### config.mk
export PLATFORM = sky130hd
export DESIGN_NAME = ex_branch_resolve
export DESIGN_NICKNAME = d
export VERILOG_FILES = /design/src/rtl/ex_branch_resolve.sv
export SDC_FILE = /design/constraint.sdc
export NUM_CORES = 1
export LEC_CHECK = 0
export CAP_MARGIN = 20
export CORE_MARGIN = 1.5
export CORE_UTILIZATION = 40
export DETAILED_ROUTE_END_ITERATION = 8
export GPL_TIMING_DRIVEN = 0
export PLACE_DENSITY = 0.68
export SYNTH_ARGS = -nofsm -noshare
export SYNTH_HDL_FRONTEND = slang
export SYNTH_SLANG_ARGS = --single-unit
### constraint.sdc
create_clock -name i_clk -period 9.8 [get_ports i_clk]
set_input_delay 1.96 -clock i_clk [delete_from_list [all_inputs] [get_ports i_clk]]
set_output_delay 1.96 -clock i_clk [all_outputs]
set_load 0.02 [all_outputs]
### src/rtl/ex_branch_resolve.sv
// rtl/ex_branch_resolve.sv - EX-stage branch/jump resolution, redirect, predictor training and counters
//
// Purpose:
//   Resolves conditional branches, JAL and JALR in the EX stage, compares the
//   actual outcome with the gshare direction prediction, and on a mispredict
//   issues a registered one-cycle redirect/flush. Every resolved conditional
//   branch produces a registered one-cycle training packet for the predictor.
//   After a redirect the instruction occupying EX came from the wrong path, so
//   it is squashed for one cycle (SHADOW state). Two saturating counters track
//   resolved conditional branches and mispredicts of all kinds.
//
// Ports:
//   i_clk, i_reset                  clock, asynchronous active-high reset
//   i_stall                         EX held; the instruction does not retire
//   i_valid                         EX instruction valid
//   i_pc, i_rs1_data, i_rs2_data    PC and forwarded operands
//   i_imm                           sign-extended immediate
//   i_funct3                        branch condition code
//   i_is_branch/i_is_jal/i_is_jalr  control-flow class (jalr > jal > branch)
//   i_pred_taken                    gshare direction prediction
//   o_redirect_valid, o_redirect_pc fetch restart pulse and target
//   o_flush                         flush IF/ID and ID/EX (mirrors redirect)
//   o_kill_ex                       EX instruction is wrong-path
//   o_bp_upd_valid/pc/taken         predictor training packet
//   o_branch_cnt, o_mispred_cnt     saturating performance counters

module ex_branch_resolve #(
    parameter int XLEN  = 32,
    parameter int CNT_W = 32
) (
    input  logic             i_clk,
    input  logic             i_reset,
    input  logic             i_stall,
    input  logic             i_valid,
    input  logic [XLEN-1:0]  i_pc,
    input  logic [XLEN-1:0]  i_rs1_data,
    input  logic [XLEN-1:0]  i_rs2_data,
    input  logic [XLEN-1:0]  i_imm,
    input  logic [2:0]       i_funct3,
    input  logic             i_is_branch,
    input  logic             i_is_jal,
    input  logic             i_is_jalr,
    input  logic             i_pred_taken,
    output logic             o_redirect_valid,
    output logic [XLEN-1:0]  o_redirect_pc,
    output logic             o_flush,
    output logic             o_kill_ex,
    output logic             o_bp_upd_valid,
    output logic [XLEN-1:0]  o_bp_upd_pc,
    output logic             o_bp_upd_taken,
    output logic [CNT_W-1:0] o_branch_cnt,
    output logic [CNT_W-1:0] o_mispred_cnt
);

    typedef enum logic {
        ST_IDLE   = 1'b0,
        ST_SHADOW = 1'b1
    } state_t;

    localparam logic [XLEN-1:0]  C_FOUR    = XLEN'(4);
    localparam logic [CNT_W-1:0] C_CNT_MAX = {CNT_W{1'b1}};
    localparam logic [CNT_W-1:0] C_CNT_ONE = CNT_W'(1);

    state_t r_state;
    state_t w_state_nxt;

    logic            r_redirect_valid;
    logic [XLEN-1:0] r_redirect_pc;
    logic            r_bp_upd_valid;
    logic [XLEN-1:0] r_bp_upd_pc;
    logic            r_bp_upd_taken;
    logic [CNT_W-1:0] r_branch_cnt;
    logic [CNT_W-1:0] r_mispred_cnt;

    logic            w_squash;
    logic            w_rv;
    logic            w_sel_jalr;
    logic            w_sel_jal;
    logic            w_sel_branch;
    logic            w_eq;
    logic            w_lt_s;
    logic            w_lt_u;
    logic            w_cond_taken;
    logic [XLEN-1:0] w_pc_target;
    logic [XLEN-1:0] w_jalr_sum;
    logic [XLEN-1:0] w_jalr_target;
    logic [XLEN-1:0] w_fall_through;
    logic            w_mispredict;
    logic [XLEN-1:0] w_correct_pc;
    logic            w_do_redirect;
    logic            w_do_train;

    // ------------------------------------------------------------------
    // Resolve qualification
    // ------------------------------------------------------------------
    // The instruction in EX during SHADOW was fetched before the redirect
    // took effect, so it must never resolve.
    assign w_squash = (r_state == ST_SHADOW);
    assign w_rv     = i_valid & ~i_stall & ~w_squash;

    // Exactly one class is acted upon when several flags are set.
    assign w_sel_jalr   = i_is_jalr;
    assign w_sel_jal    = i_is_jal & ~i_is_jalr;
    assign w_sel_branch = i_is_branch & ~i_is_jal & ~i_is_jalr;

    // ------------------------------------------------------------------
    // Branch condition evaluation
    // ------------------------------------------------------------------
    assign w_eq   = (i_rs1_data == i_rs2_data);
    assign w_lt_s = ($signed(i_rs1_data) < $signed(i_rs2_data));
    assign w_lt_u = (i_rs1_data < i_rs2_data);

    always_comb begin
        w_cond_taken = 1'b0;
        case (i_funct3)
            3'b000:  w_cond_taken = w_eq;
            3'b001:  w_cond_taken = ~w_eq;
            3'b100:  w_cond_taken = w_lt_s;
            3'b101:  w_cond_taken = ~w_lt_s;
            3'b110:  w_cond_taken = w_lt_u;
            3'b111:  w_cond_taken = ~w_lt_u;
            default: w_cond_taken = 1'b0;   // 010/011 are not branch encodings
        endcase
    end

    // ------------------------------------------------------------------
    // Target computation
    // ------------------------------------------------------------------
    assign w_pc_target    = i_pc + i_imm;
    assign w_jalr_sum     = i_rs1_data + i_imm;
    assign w_jalr_target  = {w_jalr_sum[XLEN-1:1], 1'b0};
    assign w_fall_through = i_pc + C_FOUR;

    // JAL is redirected in ID already, so it can never mispredict here.
    // JALR has no target prediction, so it always redirects.
    always_comb begin
        w_mispredict = 1'b0;
        w_correct_pc = w_fall_through;
        if (w_sel_jalr) begin
            w_mispredict = 1'b1;
            w_correct_pc = w_jalr_target;
        end else if (w_sel_branch) begin
            w_mispredict = (w_cond_taken != i_pred_taken);
            w_correct_pc = w_cond_taken ? w_pc_target : w_fall_through;
        end
    end

    assign w_do_redirect = w_rv & w_mispredict;
    assign w_do_train    = w_rv & w_sel_branch;

    // ------------------------------------------------------------------
    // FSM
    // ------------------------------------------------------------------
    always_ff @(posedge i_clk or posedge i_reset) begin
        if (i_reset) begin
            r_state <= ST_IDLE;
        end else begin
            r_state <= w_state_nxt;
        end
    end

    always_comb begin
        w_state_nxt = r_state;
        case (r_state)
            ST_IDLE:   if (w_do_redirect) w_state_nxt = ST_SHADOW;
            // The shadow covers exactly one wrong-path slot, even if EX stalls.
            ST_SHADOW: w_state_nxt = ST_IDLE;
            default:   w_state_nxt = ST_IDLE;
        endcase
    end

    // ------------------------------------------------------------------
    // Redirect and training registers
    // ------------------------------------------------------------------
    always_ff @(posedge i_clk or posedge i_reset) begin
        if (i_reset) begin
            r_redirect_valid <= 1'b0;
            r_redirect_pc    <= '0;
        end else begin
            r_redirect_valid <= w_do_redirect;
            if (w_do_redirect) begin
                r_redirect_pc <= w_correct_pc;
            end
        end
    end

    always_ff @(posedge i_clk or posedge i_reset) begin
        if (i_reset) begin
            r_bp_upd_valid <= 1'b0;
            r_bp_upd_pc    <= '0;
            r_bp_upd_taken <= 1'b0;
        end else begin
            r_bp_upd_valid <= w_do_train;
            if (w_do_train) begin
                r_bp_upd_pc    <= i_pc;
                r_bp_upd_taken <= w_cond_taken;
            end
        end
    end

    // ------------------------------------------------------------------
    // Saturating performance counters
    // ------------------------------------------------------------------
    always_ff @(posedge i_clk or posedge i_reset) begin
        if (i_reset) begin
            r_branch_cnt  <= '0;
            r_mispred_cnt <= '0;
        end else begin
            if (w_do_train && (r_branch_cnt != C_CNT_MAX)) begin
                r_branch_cnt <= r_branch_cnt + C_CNT_ONE;
            end
            if (w_do_redirect && (r_mispred_cnt != C_CNT_MAX)) begin
                r_mispred_cnt <= r_mispred_cnt + C_CNT_ONE;
            end
        end
    end

    // ------------------------------------------------------------------
    // Outputs
    // ------------------------------------------------------------------
    assign o_redirect_valid = r_redirect_valid;
    assign o_redirect_pc    = r_redirect_pc;
    assign o_flush          = r_redirect_valid;
    assign o_kill_ex        = w_squash;
    assign o_bp_upd_valid   = r_bp_upd_valid;
    assign o_bp_upd_pc      = r_bp_upd_pc;
    assign o_bp_upd_taken   = r_bp_upd_taken;
    assign o_branch_cnt     = r_branch_cnt;
    assign o_mispred_cnt    = r_mispred_cnt;

endmodule

# Yosys cells after proc, flatten, opt, wreduce, memory -nomap -nowiden
# Cells that the tools add are included.
classes:
  addsub: 5
  n_mul: 0
  n_div: 0
  n_lt_le_gt_ge: 2
  n_eq_ne: 9
  shifts: 0
  muxes: 8
  n_bitwise: 13
  reduce_logical: 3
op_table:
  columns: ["cell", "count"]
  rows:
  - ["$mux W32", 3]
  - ["$add A32 B1 Y32 const B", 2]
  - ["$add A32 B32 Y32", 2]
  - ["$lt A32 B32 Y1", 2]
  - ["$ne A32 B32 Y1 const B", 2]
  - ["$add A32 B3 Y32 const B", 1]
  - ["$eq A32 B32 Y1", 1]
  - ["$eq A3 B3 Y1 const B", 4]
  - ["$not A1 Y1", 7]
  - ["$and A1 B1 Y1", 6]
  - ["$pmux W1 S6", 1]
  - ["$eq A3 B1 Y1 const B", 1]
  - ["$logic_not A3 Y1", 1]
  - ["$mux W1", 3]
  - ["$logic_and A1 B1 Y1", 2]
  - ["$pmux W1 S2", 1]
  - ["$ne A1 B1 Y1", 1]
totals:
  reg_bits: 132
  latchBits: 0
  ram_bits: 0
  romBits: 0
  in_bits: 139
  out_inout_bits: 133
  word_cells: 48
  n_memories: 0

# Logic depth before layout (Yosys ltp)
# Gate-level depths: netlist of run 1.
logic_depth:
  ltp_word: 9
  ltp_mapped: 14
  depth_no_buf: 13

# Worst setup path before layout of run 1
# Ideal clock, no wire load.
synth_path:
  kind: "in2reg"
  from: "input i_rs2_data[14]"
  to: "register r_mispred_cnt[1], in the netlist o_mispred_cnt[1]"
  setup_time_ns: 0.125
  arrival_time_ns: 4.650
  t_required_ns: 9.675
  path_slack_ns: 5.025
  cell_stages: 13
  path_buffers: 0
  cell_sequence: "inv_1 > ha_1 > a21oi_1 > nand2_1 > a221o_1 > o31a_1 > a211o_1 > a211oi_4 > xnor2_1 > a21oi_4 > inv_2 > o21ai_1 > mux2_2"
synth_via:
  elab_chain_len: 8
  word_cells_on_any_way: 12
  cone_classes: "order compare: 2; eq/ne: 2; mux: 3; bitwise: 4; reduce/logical: 1"
synth_lines:
  columns: ["element", "line", "rtl"]
  rows:
  - ["start, declared", "37", "input logic [XLEN-1:0] i_rs2_data,"]
  - ["$lt A32 B32 Y1, or another cell as far along", "111", "assign w_lt_u = (i_rs1_data < i_rs2_data);"]
  - ["$not A1 Y1 (on tied branches)", "121, 117, 119", null]
  - ["$pmux W1 S6 *", "115", "case (i_funct3)"]
  - ["$ne A1 B1 Y1 *", "143", "w_mispredict = (w_cond_taken != i_pred_taken);"]
  - ["$mux W1 *", "142", "end else if (w_sel_branch) begin"]
  - ["$mux W1 *", "139", "if (w_sel_jalr) begin"]
  - ["$and A1 B1 Y1 *", "148", "assign w_do_redirect = w_rv & w_mispredict;"]
  - ["$logic_and A1 B1 Y1 *", "212", "if (w_do_redirect && (r_mispred_cnt != C_CNT_MAX)) begin"]
  - ["end signal, assigned", "213", "r_mispred_cnt <= r_mispred_cnt + C_CNT_ONE;"]
  - ["end, declared", "73", "logic [CNT_W-1:0] r_mispred_cnt;"]
# Every way passes the cells marked *; elsewhere a longest branch is shown, timed or not.
# A chain may end at the register's enable or synchronous reset.

# Worst setup path after layout of run 1
layout_path:
  from: "input i_rs1_data[31]"
  to: "register r_redirect_pc[14], in the netlist o_redirect_pc[14]"
layout_via:
  elab_chain_len: 7
  word_cells_on_any_way: 14
  cone_classes: "order compare: 2; eq/ne: 2; mux: 6; bitwise: 4"
layout_lines:
  columns: ["element", "line", "rtl"]
  rows:
  - ["start, declared", "36", "input logic [XLEN-1:0] i_rs1_data,"]
  - ["$lt A32 B32 Y1, or another cell as far along", "111", null]
  - ["$not A1 Y1 (on tied branches)", "121, 117, 119", null]
  - ["$pmux W1 S6 *", "115", null]
  - ["$ne A1 B1 Y1", "143", null]
  - ["$mux W1", "142", null]
  - ["$mux W1", "139", null]
  - ["$and A1 B1 Y1", "148", null]
  - ["end signal, assigned", "182", "r_redirect_pc <= w_correct_pc;"]
  - ["end, declared", "68", "logic [XLEN-1:0] r_redirect_pc;"]
# Marks and branches as above.

==> key figures, run 1 <==
Outcome
  – Status: finished, final reports clean

Timing
  – Clock period minus worst slack: 5690 ps
  – Setup tns final: 0 ps
  – Worst-Margin Slew: 824 ps
  – Clock Skews: around 13 ps
  – Fmax: 176 MHz
  – Period utilization: 58.0%
  – Final Setup Violations: 0
  – Final Hold Vio Count: 0
  – Hold slack final: 472 ps
  – RSZ-0062 raised after global routing: no
  – Max-slew violations: 0
  – Max-slew headroom: between 40 and 50%

Floorplanning
  – Die area: 26800 µm²
  – Site Rows: 58
  – Initial core utilization: 40.9%
  – IO Count: ~270
  – DIE HEIGHT: 164 µm
  – Floorplan core area: between 20000 and 30000 µm²
  – Die width: 164 µm

Critical path
  – Crit path required time: just over 10000 ps
  – Largest stage delay, worst path: ~550 ps
  – Startpoint types: input pin
  – Cell chain of the critical path: clkdlybuf4s50_1, ha_1, nand4_1, nor4_1, o31ai_1, a211o_1, a211oi_4, xnor2_1, a21oi_4, inv_2, clkbuf_1, nor2_1, a21oi_1
  – Crit end category: register
  – Buf/Inv on CP: 3
  – Worst path slowest cell: nor4_1
  – Critical path class: in2reg
  – Worst path arrival time: 6020 ps
  – Delay-heaviest family, CP: compound AO/OA/AOI/OAI gates
  – Worst Path Max Fanout: 10

Clocking
  – TritonCTS buffer count: 17
  – Clk root buf: clkbuf_16
  – Post-cts repair resize count: 0
  – Post-CTS Setup Bufs: 0
  – Clock latency on the worst-skew pair: 410 ps
  – Maximum buffer depth of the clock tree: 2
  – H-Tree Depth: 4
  – Num Clock Sinks: 132
  – Hold buffer count at CTS: 0
  – Clock transition at path regs: 60 ps
  – CTS tree: built

Global route
  – Remaining global-route overflow: 0
  – Vias in the first global route: around 9700
  – All-layer global routing usage: 24.8%
  – Largest net degree at the start of global routing: 71
  – First-pass GRT wire length: 51800 µm
  – Number of antenna violations at the first check in global routing: 1

Hold path
  – Hold WC Path Type: reg2reg

Placement
  – Port bufs: 270
  – Hpwl dp: approximately 27000 µm
  – Dpl cell area: 13500 µm²
  – Placer congestion estimate: 0.952
  – Placed cells: between 1500 and 2000

Routing
  – DR iter-0 viols: between 500 and 600
  – Final ANT Viol Nets: 0
  – Drt pass-1 iters: 5
  – Routed vias: between 10000 and 15000
  – WL final: between 30000 and 40000 µm
  – Vias/cell: 5.42
  – Wire length per cell: 17.8 µm
  – DR DRC count: 0

Logic synthesis
  – Simple logic cell fraction of the synthesized area: 20.5%
  – Syn Inst Count: 1225
  – Mapped cell area: just over 10000 µm²
  – Mean Syn Cell Area: 8.43 µm²
  – Post-synth EDFFs: 0
  – Mapped Nets: roughly 1500
  – Main synth FF type: dfrtp_1
  – Sequential area share after synthesis: 32.0%
  – Synth unique cells: 71
  – Adder-Cell Fraction of Synth Area: 12.0%
  – Yosys warns: 0
  – Post-synthesis register bit count: around 130
  – Synth Area in Compound Gates: 18.1%
  – Ys async rst share: 100%
  – Largest family of logic cells by synthesized area: simple AND/OR/NAND/NOR gates
  – XOR/XNOR Fraction of Synth Area: 12.6%
  – Post-synthesis mux area share: 1.20%

Pwr
  – VDD IR max: 125 µV
  – Leak: about 6.1 nW
  – PwrDens: around 150 nW/µm²

Layout
  – Final Instance Area: 14000 µm²
  – Layout cells sized above 1: 3.80%
  – Non-Filler Instances: 1859
  – Fill cells: 2318
  – Final nets: around 1800
  – Post-route core utilization: 55.6%
  – Syn-to-layout area delta: 36.1%

Job
  – Max cap viols: 0
per-stage QoR:
step                setup WS, ps  power [mW]
global route                3800        2.20
floorplan                   4310        1.12
global placement            2340        1.47
finish                      4110        2.10
CTS                         4080        2.10
detailed placement          3660        1.49
cells in the mapped netlist, drive strengths merged, types with 12 or more instances:
master  instances  area, µm²
xor2           47        412
nand4          40        250
dfrtp         132       3300
clkbuf         22       82.6
o21a           13       97.6
o211ai         18        135
and3           14       87.6
nor3           17       85.1
nor2           87        327
a21oi          98        505
nand2b         12       75.1
nand2         192        721
a21o           26        195
a211oi         15        130
ha             96       1200
xnor2         102        893
inv            61        229
nand3          40        200
a31oi          12       75.1
o21ai          47        235
layout by cell type, fill, tap and decap left out, types with 45 or more instances in the layout:
cell type,instances
xor2_1,47
nor2_1,87
o21ai_0,45
a21oi_1,96
dfrtp_1,132
ha_1,96
nand2_1,192
clkdlybuf4s50_1,270
inv_1,59
xnor2_1,102
report_power, final:
group | internal, mW | total (mW) | switching [mW]
clock network | 0.356 | 0.618 | 0.262
registers | 0.628 | 0.691 | 0.0622
logic | 0.360 | 0.789 | 0.430
worst min-delay path, delay by kind of cell, from the launching register on:
kind             cells  cell delay, ps
AND/OR/NAND/NOR      2             100
flip-flops           1             340
cell type report:
class,count,area (µm²),area share [%]
sequential,132,3300,23.5
clock inverter,15,148,1.05
buffer,32,136,0.971
timing repair buffer,271,2730,19.4
tap,330,413,2.94
inverter,62,238,1.69
antenna,1,2.50,0.0178
clock buffer,17,425,3.03
multi-input combinational,999,6650,47.3
routing by layer:
| metal | track usage (%) | vias to the layer above | wire (µm) | share of wire (%) |
|---|---|---|---|---|
| li1 | - | 4948 | - | - |
| met1 | 33.5 | 4744 | 15000 | 45 |
| met2 | 41.3 | 352 | 15500 | 47 |
| met3 | 3.05 | 38 | 2050 | 6.2 |
| met4 | 7.19 | 0 | 677 | 2.0 |
| met5 | 0 | - | 0 | 0 |
flip-flops by register name, summed over array words and instances (netlist names):
register	count
o_bp_upd_taken	1
o_kill_ex	1
o_mispred_cnt	32
o_flush	1
o_bp_upd_valid	1
o_bp_upd_pc	32
o_redirect_pc	32
o_branch_cnt	32
logic make-up after synthesis:
| logic type | Yosys count |
|---|---|
| muxes | 12 |
| adders and majority gates | 98 |
| xor gates and xnor gates | 149 |
| AOI/OAI and AO/OA | 285 |
| DFF | 132 |
| buffers and inverters | 94 |
| and+or+nand+nor | 455 |
path summary, 6_finish.rpt:
| check | start | endpoint | slack (ps) | depth (start not counted) |
|---|---|---|---|---|
| min in group asynchronous | i_reset | o_mispred_cnt[13]$_DFFE_PP0P_ | 2000 | 2 |
| max in group asynchronous | i_reset | o_redirect_pc[20]$_DFFE_PP0P_ | 7030 | 3 |
| worst max-delay path | i_rs1_data[31] | o_redirect_pc[14]$_DFFE_PP0P_ | 4110 | 13 |
| worst min register to register | o_bp_upd_pc[11]$_DFFE_PP0P_ | o_bp_upd_pc[11]$_DFFE_PP0P_ | 470 | 2 |
| worst max register to register | o_branch_cnt[8]$_DFFE_PP0P_ | o_branch_cnt[31]$_DFFE_PP0P_ | 6490 | 10 |
| worst min-delay path | o_bp_upd_pc[11]$_DFFE_PP0P_ | o_bp_upd_pc[11]$_DFFE_PP0P_ | 470 | 2 |
Note: power is estimated with default switching activity, not from simulation.
==> run 2, diff against run 1 <==
- PLACE_DENSITY: 0.68 -> 0.7
- clock period: 9.8 -> 5.2 ns (I/O delays scaled with it)
==> key figures, run 2 (synthesis gave the netlist of run 1 again) <==
Outcome
  – Status: finished, final reports clean (unchanged)

Floorplanning
  – DIE HEIGHT: 164 µm (unchanged)
  – IO Count: 272 (unchanged)
  – Die area: 26800 µm² (unchanged)
  – Site Rows: 58 (unchanged)
  – Floorplan core area: 25300 µm² (unchanged)
  – Die width: 164 µm (unchanged)
  – Initial core utilization: 40.9% (unchanged)

Timing
  – Final Setup Violations: 0 (unchanged)
  – Worst-Margin Slew: 773 ps (was 824 ps)
  – Fmax: 210 MHz
  – Setup tns final: 0 ps (unchanged)
  – Clock Skews: 12.4 ps (was 13.2 ps)
  – RSZ-0062 raised after global routing: no (unchanged)
  – Clock period minus worst slack: 4760 ps
  – Max-slew headroom: 47.8% (was 44.6%)
  – Max-slew violations: 0 (unchanged)
  – Hold slack final: 469 ps (was 472 ps)
  – Period utilization: 91.6%
  – Final Hold Vio Count: 0 (unchanged)

Global route
  – Largest net degree at the start of global routing: 76 (was 71)
  – Remaining global-route overflow: 0 (unchanged)
  – Vias in the first global route: 9616 (was 9741)
  – Number of antenna violations at the first check in global routing: 1 (unchanged)
  – All-layer global routing usage: 25.0% (was 24.8%)
  – First-pass GRT wire length: 51900 µm (was 51800 µm)

Placement
  – Placer congestion estimate: 0.937 (was 0.952)
  – Hpwl dp: 27400 µm (was 27300 µm)
  – Dpl cell area: 13500 µm² (unchanged)
  – Port bufs: 270 (unchanged)

Critical path
  – R2R cell count: 10 (unchanged)
  – Worst path arrival time: 5090 ps (was 6020 ps)
  – Crit end category: register (unchanged)
  – Startpoint types: input pin (unchanged)
  – Reg2reg start: o_branch_cnt[8]$_DFFE_PP0P_ (unchanged)
  – Crit path required time: 5530 ps (was 10130 ps)
  – Reg2Reg Setup Slack: 1880 ps (was 6490 ps)
  – Worst reg2reg endpoint: o_branch_cnt[31]$_DFFE_PP0P_ (unchanged)
  – Worst Path Max Fanout: 10 (unchanged)
  – Critical path class: in2reg (unchanged)

Clocking
  – TritonCTS buffer count: 17 (unchanged)
  – Num Clock Sinks: 132 (unchanged)
  – Post-CTS Setup Bufs: 0 (unchanged)
  – CTS tree: built (unchanged)
  – Clock transition at path regs: 60 ps (about the same)
  – H-Tree Depth: 4 (unchanged)
  – Clock latency on the worst-skew pair: 420 ps (was 410 ps)
  – Hold buffer count at CTS: 0 (unchanged)
  – Clk root buf: clkbuf_16 (unchanged)
  – Post-cts repair resize count: 0 (unchanged)
  – Maximum buffer depth of the clock tree: 2 (unchanged)

Pwr
  – Total power: 4.00 mW (was 2.10 mW)
  – PwrDens: 284 nW/µm² (was 149 nW/µm²)
  – VDD IR max: 161 µV (was 125 µV)
  – Leak: 6.16 nW (was 6.14 nW)

Layout
  – Layout cells sized above 1: 3.73% (was 3.80%)
  – Syn-to-layout area delta: 36.3% (was 36.1%)
  – Final Instance Area: 14100 µm² (was 14000 µm²)
  – Final nets: 1752 (unchanged)
  – Multi-input combinational cell area: 6650 µm² (unchanged)
  – Most common cell after layout, fill and taps aside: clkdlybuf4s50_1 (unchanged)
  – Fill cells: 2359 (was 2318)
  – Register Area: 3300 µm² (unchanged)
  – Most frequent cells in the layout: 270 x clkdlybuf4s50_1, 192 x nand2_1, 132 x dfrtp_1, 102 x xnor2_1 (unchanged)

Routing
  – DR iter-0 viols: 767 (was 572)
  – Routed vias: 10200 (was 10100)
  – Drt pass-1 iters: 5 (unchanged)
  – WL final: 33600 µm (was 33200 µm)
  – DR DRC count: 0 (unchanged)
  – Vias/cell: 5.47 (was 5.42)
  – Final ANT Viol Nets: 0 (unchanged)
  – Wire length per cell: 18.1 µm (was 17.8 µm)

Job
  – Max cap viols: 0 (unchanged)

Hold path
  – HP Start: o_bp_upd_pc[13]$_DFFE_PP0P_ (was o_bp_upd_pc[11]$_DFFE_PP0P_)
  – Hold path depth: 2 (unchanged)
  – Hold WC Path Type: reg2reg (unchanged)
  – Worst Hold Path EP: o_bp_upd_pc[13]$_DFFE_PP0P_ (was o_bp_upd_pc[11]$_DFFE_PP0P_)
run 2: per-layer routing:
layer / GRT usage (%) / part of all wire (%) / up-vias
li1: - / - / 4940
met1: 33.9 / 45 / 4809
met2: 41.2 / 47 / 377
met3: 3.15 / 6.6 / 41
met4: 7.77 / 2.2 / 0
met5: 0 / 0 / -
run 2: per-stage QoR:
stage | utilization [%] | cells | setup slack, ps
4_1_cts | 55.7 | 1858 | 423
5_1_grt | 55.7 | 1859 | 146
3_5_place_dp | 53.3 | 1826 | 48.8
3_3_place_gp | 53.2 | 1825 | -1340
2_1_floorplan | - | 1225 | 634
6_report | 55.7 | 1859 | 437
run 2: worst max-delay path by stage:
stage                         startpoint                       endpoint  slack (ps)  depth (start not counted)
after detailed placement  i_rs1_data[31]  o_redirect_pc[28]$_DFFE_PP0P_          50                         13
after CTS                 i_rs1_data[31]   o_redirect_pc[5]$_DFFE_PP0P_         420                         13
final                     i_rs1_data[31]   o_mispred_cnt[7]$_DFFE_PP0P_         440                         12
after global placement           i_reset     o_bp_upd_pc[2]$_DFFE_PP0P_       -1340                          2
after global routing      i_rs1_data[31]   o_mispred_cnt[7]$_DFFE_PP0P_         150                         12
after floorplan                  i_reset     o_bp_upd_pc[0]$_DFFE_PP0P_         630                          1
run 2: area by class of cell:
type / instances / area share, %
Inverter: 62 / 1.69
Buffer: 32 / 0.970
Sequential cell: 132 / 23.5
Timing Repair Buffer: 271 / 19.4
Clock inverter: 13 / 1.06
Clock buffer: 19 / 3.15
Tap cell: 330 / 2.94
Antenna cell: 1 / 0.0178
Multi-Input combinational cell: 999 / 47.3
run 2: power breakdown:
group,switching [mW],internal (mW)
registers,0.119,1.18
clock network,0.485,0.726
logic,0.809,0.678
total,1.41,2.59
run 2: worst max-delay path, stage by stage:
cell and delay, ps:
clkdlybuf4s50_1 500, ha_1 420, nand4_1 230, nor4_1 500, o31ai_1 210, a211o_1 330
a211oi_4 480, mux2i_1 240, a211oi_2 550, buf_4 280, nand3_1 110, xnor2_1 190
==> run 3, diff against run 2 <==
- CORE_MARGIN: 1.5 -> not set
- HOLD_SLACK_MARGIN: not set -> 0.15
==> key figures, run 3 (synthesis gave the netlist of run 1 again) <==
Outcome
  – Status: finished, final reports clean (unchanged)

Routing
  – Wire length per cell: 17.9 µm (was 18.1 µm)
  – Routed vias: 10100 (was 10200)
  – Final ANT Viol Nets: 0 (unchanged)
  – WL final: 33300 µm (was 33600 µm)
  – DR DRC count: 0 (unchanged)
  – DR iter-0 viols: 737 (was 767)
  – Drt pass-1 iters: 5 (unchanged)
  – Vias/cell: 5.45 (was 5.47)

Global route
  – Vias in the first global route: 9691 (was 9616)
  – Remaining global-route overflow: 0 (unchanged)
  – First-pass GRT wire length: 51500 µm (was 51900 µm)
  – Largest net degree at the start of global routing: 83 (was 76)
  – Number of antenna violations at the first check in global routing: 1 (unchanged)
  – All-layer global routing usage: 25.1% (was 25.0%)

Placement
  – Placer congestion estimate: 0.922 (was 0.937)
  – Hpwl dp: 27200 µm (was 27400 µm)
  – Port bufs: 270 (unchanged)
  – Dpl cell area: 13500 µm² (unchanged)

Floorplanning
  – Die area: 26500 µm² (was 26800 µm²)
  – DIE HEIGHT: 163 µm (was 164 µm)
  – Die width: 163 µm (was 164 µm)
  – Initial core utilization: 40.9% (unchanged)
  – Site Rows: 58 (unchanged)
  – IO Count: 272 (unchanged)
  – Floorplan core area: 25300 µm² (unchanged)

Pwr
  – Total power: 4.02 mW (was 4.00 mW)
  – VDD IR max: 219 µV (was 161 µV)
  – Leak: 6.17 nW (was 6.16 nW)
  – PwrDens: 286 nW/µm² (was 284 nW/µm²)

Layout
  – Final nets: 1752 (unchanged)
  – Most frequent cells in the layout: 270 x clkdlybuf4s50_1, 192 x nand2_1, 132 x dfrtp_1, 102 x xnor2_1 (unchanged)
  – Multi-input combinational cell area: 6650 µm² (unchanged)
  – Register Area: 3300 µm² (unchanged)
  – Fill cells: 2355 (was 2359)
  – Syn-to-layout area delta: 36.4% (was 36.3%)
  – Most common cell after layout, fill and taps aside: clkdlybuf4s50_1 (unchanged)
  – Layout cells sized above 1: 3.80% (was 3.73%)
  – Final Instance Area: 14100 µm² (about the same)

Clocking
  – Num Clock Sinks: 132 (unchanged)
  – CTS tree: built (unchanged)
  – Clock latency on the worst-skew pair: 420 ps (about the same)
  – Hold buffer count at CTS: 0 (unchanged)
  – H-Tree Depth: 4 (unchanged)
  – TritonCTS buffer count: 17 (unchanged)
  – Clock transition at path regs: 60 ps (about the same)
  – Clk root buf: clkbuf_16 (unchanged)
  – Post-cts repair resize count: 0 (unchanged)
  – Maximum buffer depth of the clock tree: 2 (unchanged)
  – Post-CTS Setup Bufs: 0 (unchanged)

Critical path
  – Startpoint types: input pin (unchanged)
  – Crit end category: register (unchanged)
  – Crit path required time: 5460 ps (was 5530 ps)
  – Cell chain of the critical path: clkdlybuf4s50_1, ha_1, nand4_1, nor4_1, o31ai_1, a211o_1, a211oi_4, xnor2_1, a21oi_4, inv_2, clkbuf_1, nor2_1, a31oi_1 (was clkdlybuf4s50_1, ha_1, nand4_1, nor4_1, o31ai_1, a211o_1, a211oi_4, mux2i_1, a211oi_2, buf_4, nand3_1, xnor2_1)
  – Worst path arrival time: 4920 ps (was 5090 ps)
  – Largest stage delay, worst path: 520 ps (was 550 ps)
  – Worst path slowest cell: nor4_1 (was a211oi_2)
  – Critical path class: in2reg (unchanged)
  – Worst Path Max Fanout: 10 (unchanged)

Timing
  – Final Hold Vio Count: 0 (unchanged)
  – Clock period minus worst slack: 4660 ps (was 4760 ps)
  – Period utilization: 89.6% (was 91.6%)
  – Fmax: 215 MHz (was 210 MHz)
  – Setup tns final: 0 ps (unchanged)
  – Clock Skews: 18.1 ps (was 12.4 ps)
  – Max-slew headroom: 41.9% (was 47.8%)
  – Final Setup Violations: 0 (unchanged)
  – Max-slew violations: 0 (unchanged)
  – Worst-Margin Slew: 866 ps (was 773 ps)
  – RSZ-0062 raised after global routing: no (unchanged)

Hold path
  – Hold WC Path Type: reg2reg (unchanged)

Job
  – Max cap viols: 0 (unchanged)
-- run 3: cell count changes in the layout (fill, tap and decap cells not counted), sizes merged --
cell	change
clkinv	+3
clkbuf	-2
clkinvlp	-2
bufinv	+1
-- run 3: stage by stage --
stage / hold WS (ps) / util, % / setup slack (ps) / std cells
floorplan: 589 / - / 634 / 1225
global placement: 458 / 53.2 / -1320 / 1825
detailed placement: 466 / 53.3 / 12.2 / 1826
CTS: 480 / 55.7 / 456 / 1858
global route: 501 / 55.7 / 158 / 1859
finish: 475 / 55.7 / 539 / 1859
-- run 3: report_power, final --
group / switching [mW] / internal, mW / total [mW] / leakage (nW)
registers: 0.118 / 1.18 / 1.30 / 1.70
clock network: 0.479 / 0.759 / 1.24 / 0.298
logic: 0.806 / 0.678 / 1.48 / 4.17
total: 1.40 / 2.62 / 4.02 / 6.17
-- run 3: layout make-up --
cell class / instances / share of cell area [%]
multi-input cells: 999 / 47.2
flip-flops and latches: 132 / 23.5
repair buffers: 271 / 19.4
clock buffers: 17 / 3.02
well taps: 330 / 2.93
inverters: 62 / 1.69
clock inverters: 15 / 1.27
plain buffers: 32 / 0.969
diodes: 1 / 0.0178
-- run 3: per-layer routing --
layer	GRT usage (%)	up-vias	wire (µm)
met5	0	-	0
met3	3.62	44	2090
met1	33.1	4757	14900
met4	8.71	0	814
li1	-	4953	-
met2	41.8	372	15400
-- run 3: worst max-delay path: cells and delay by family --
family | cells | cell delay (ps)
AOI/OAI and AO/OA | 5 | 1420
xor gates and xnor gates | 1 | 210
adders and majority gates | 1 | 420
buffers and inverters | 3 | 930
and+or+nand+nor | 3 | 900
-- run 3: final timing paths --
| kind | depth (start not counted) | start | endpoint | slack, ps |
|---|---|---|---|---|
| max | 13 | i_rs1_data[31] | o_redirect_pc[22]$_DFFE_PP0P_ | 540 |
| min | 2 | o_bp_upd_taken$_DFFE_PP0P_ | o_bp_upd_taken$_DFFE_PP0P_ | 470 |
| max reg2reg | 10 | o_branch_cnt[8]$_DFFE_PP0P_ | o_branch_cnt[31]$_DFFE_PP0P_ | 1860 |
| min reg2reg | 2 | o_bp_upd_taken$_DFFE_PP0P_ | o_bp_upd_taken$_DFFE_PP0P_ | 470 |
| max in group asynchronous | 3 | i_reset | o_mispred_cnt[24]$_DFFE_PP0P_ | 3350 |
| min in group asynchronous | 2 | i_reset | o_mispred_cnt[12]$_DFFE_PP0P_ | 1040 |
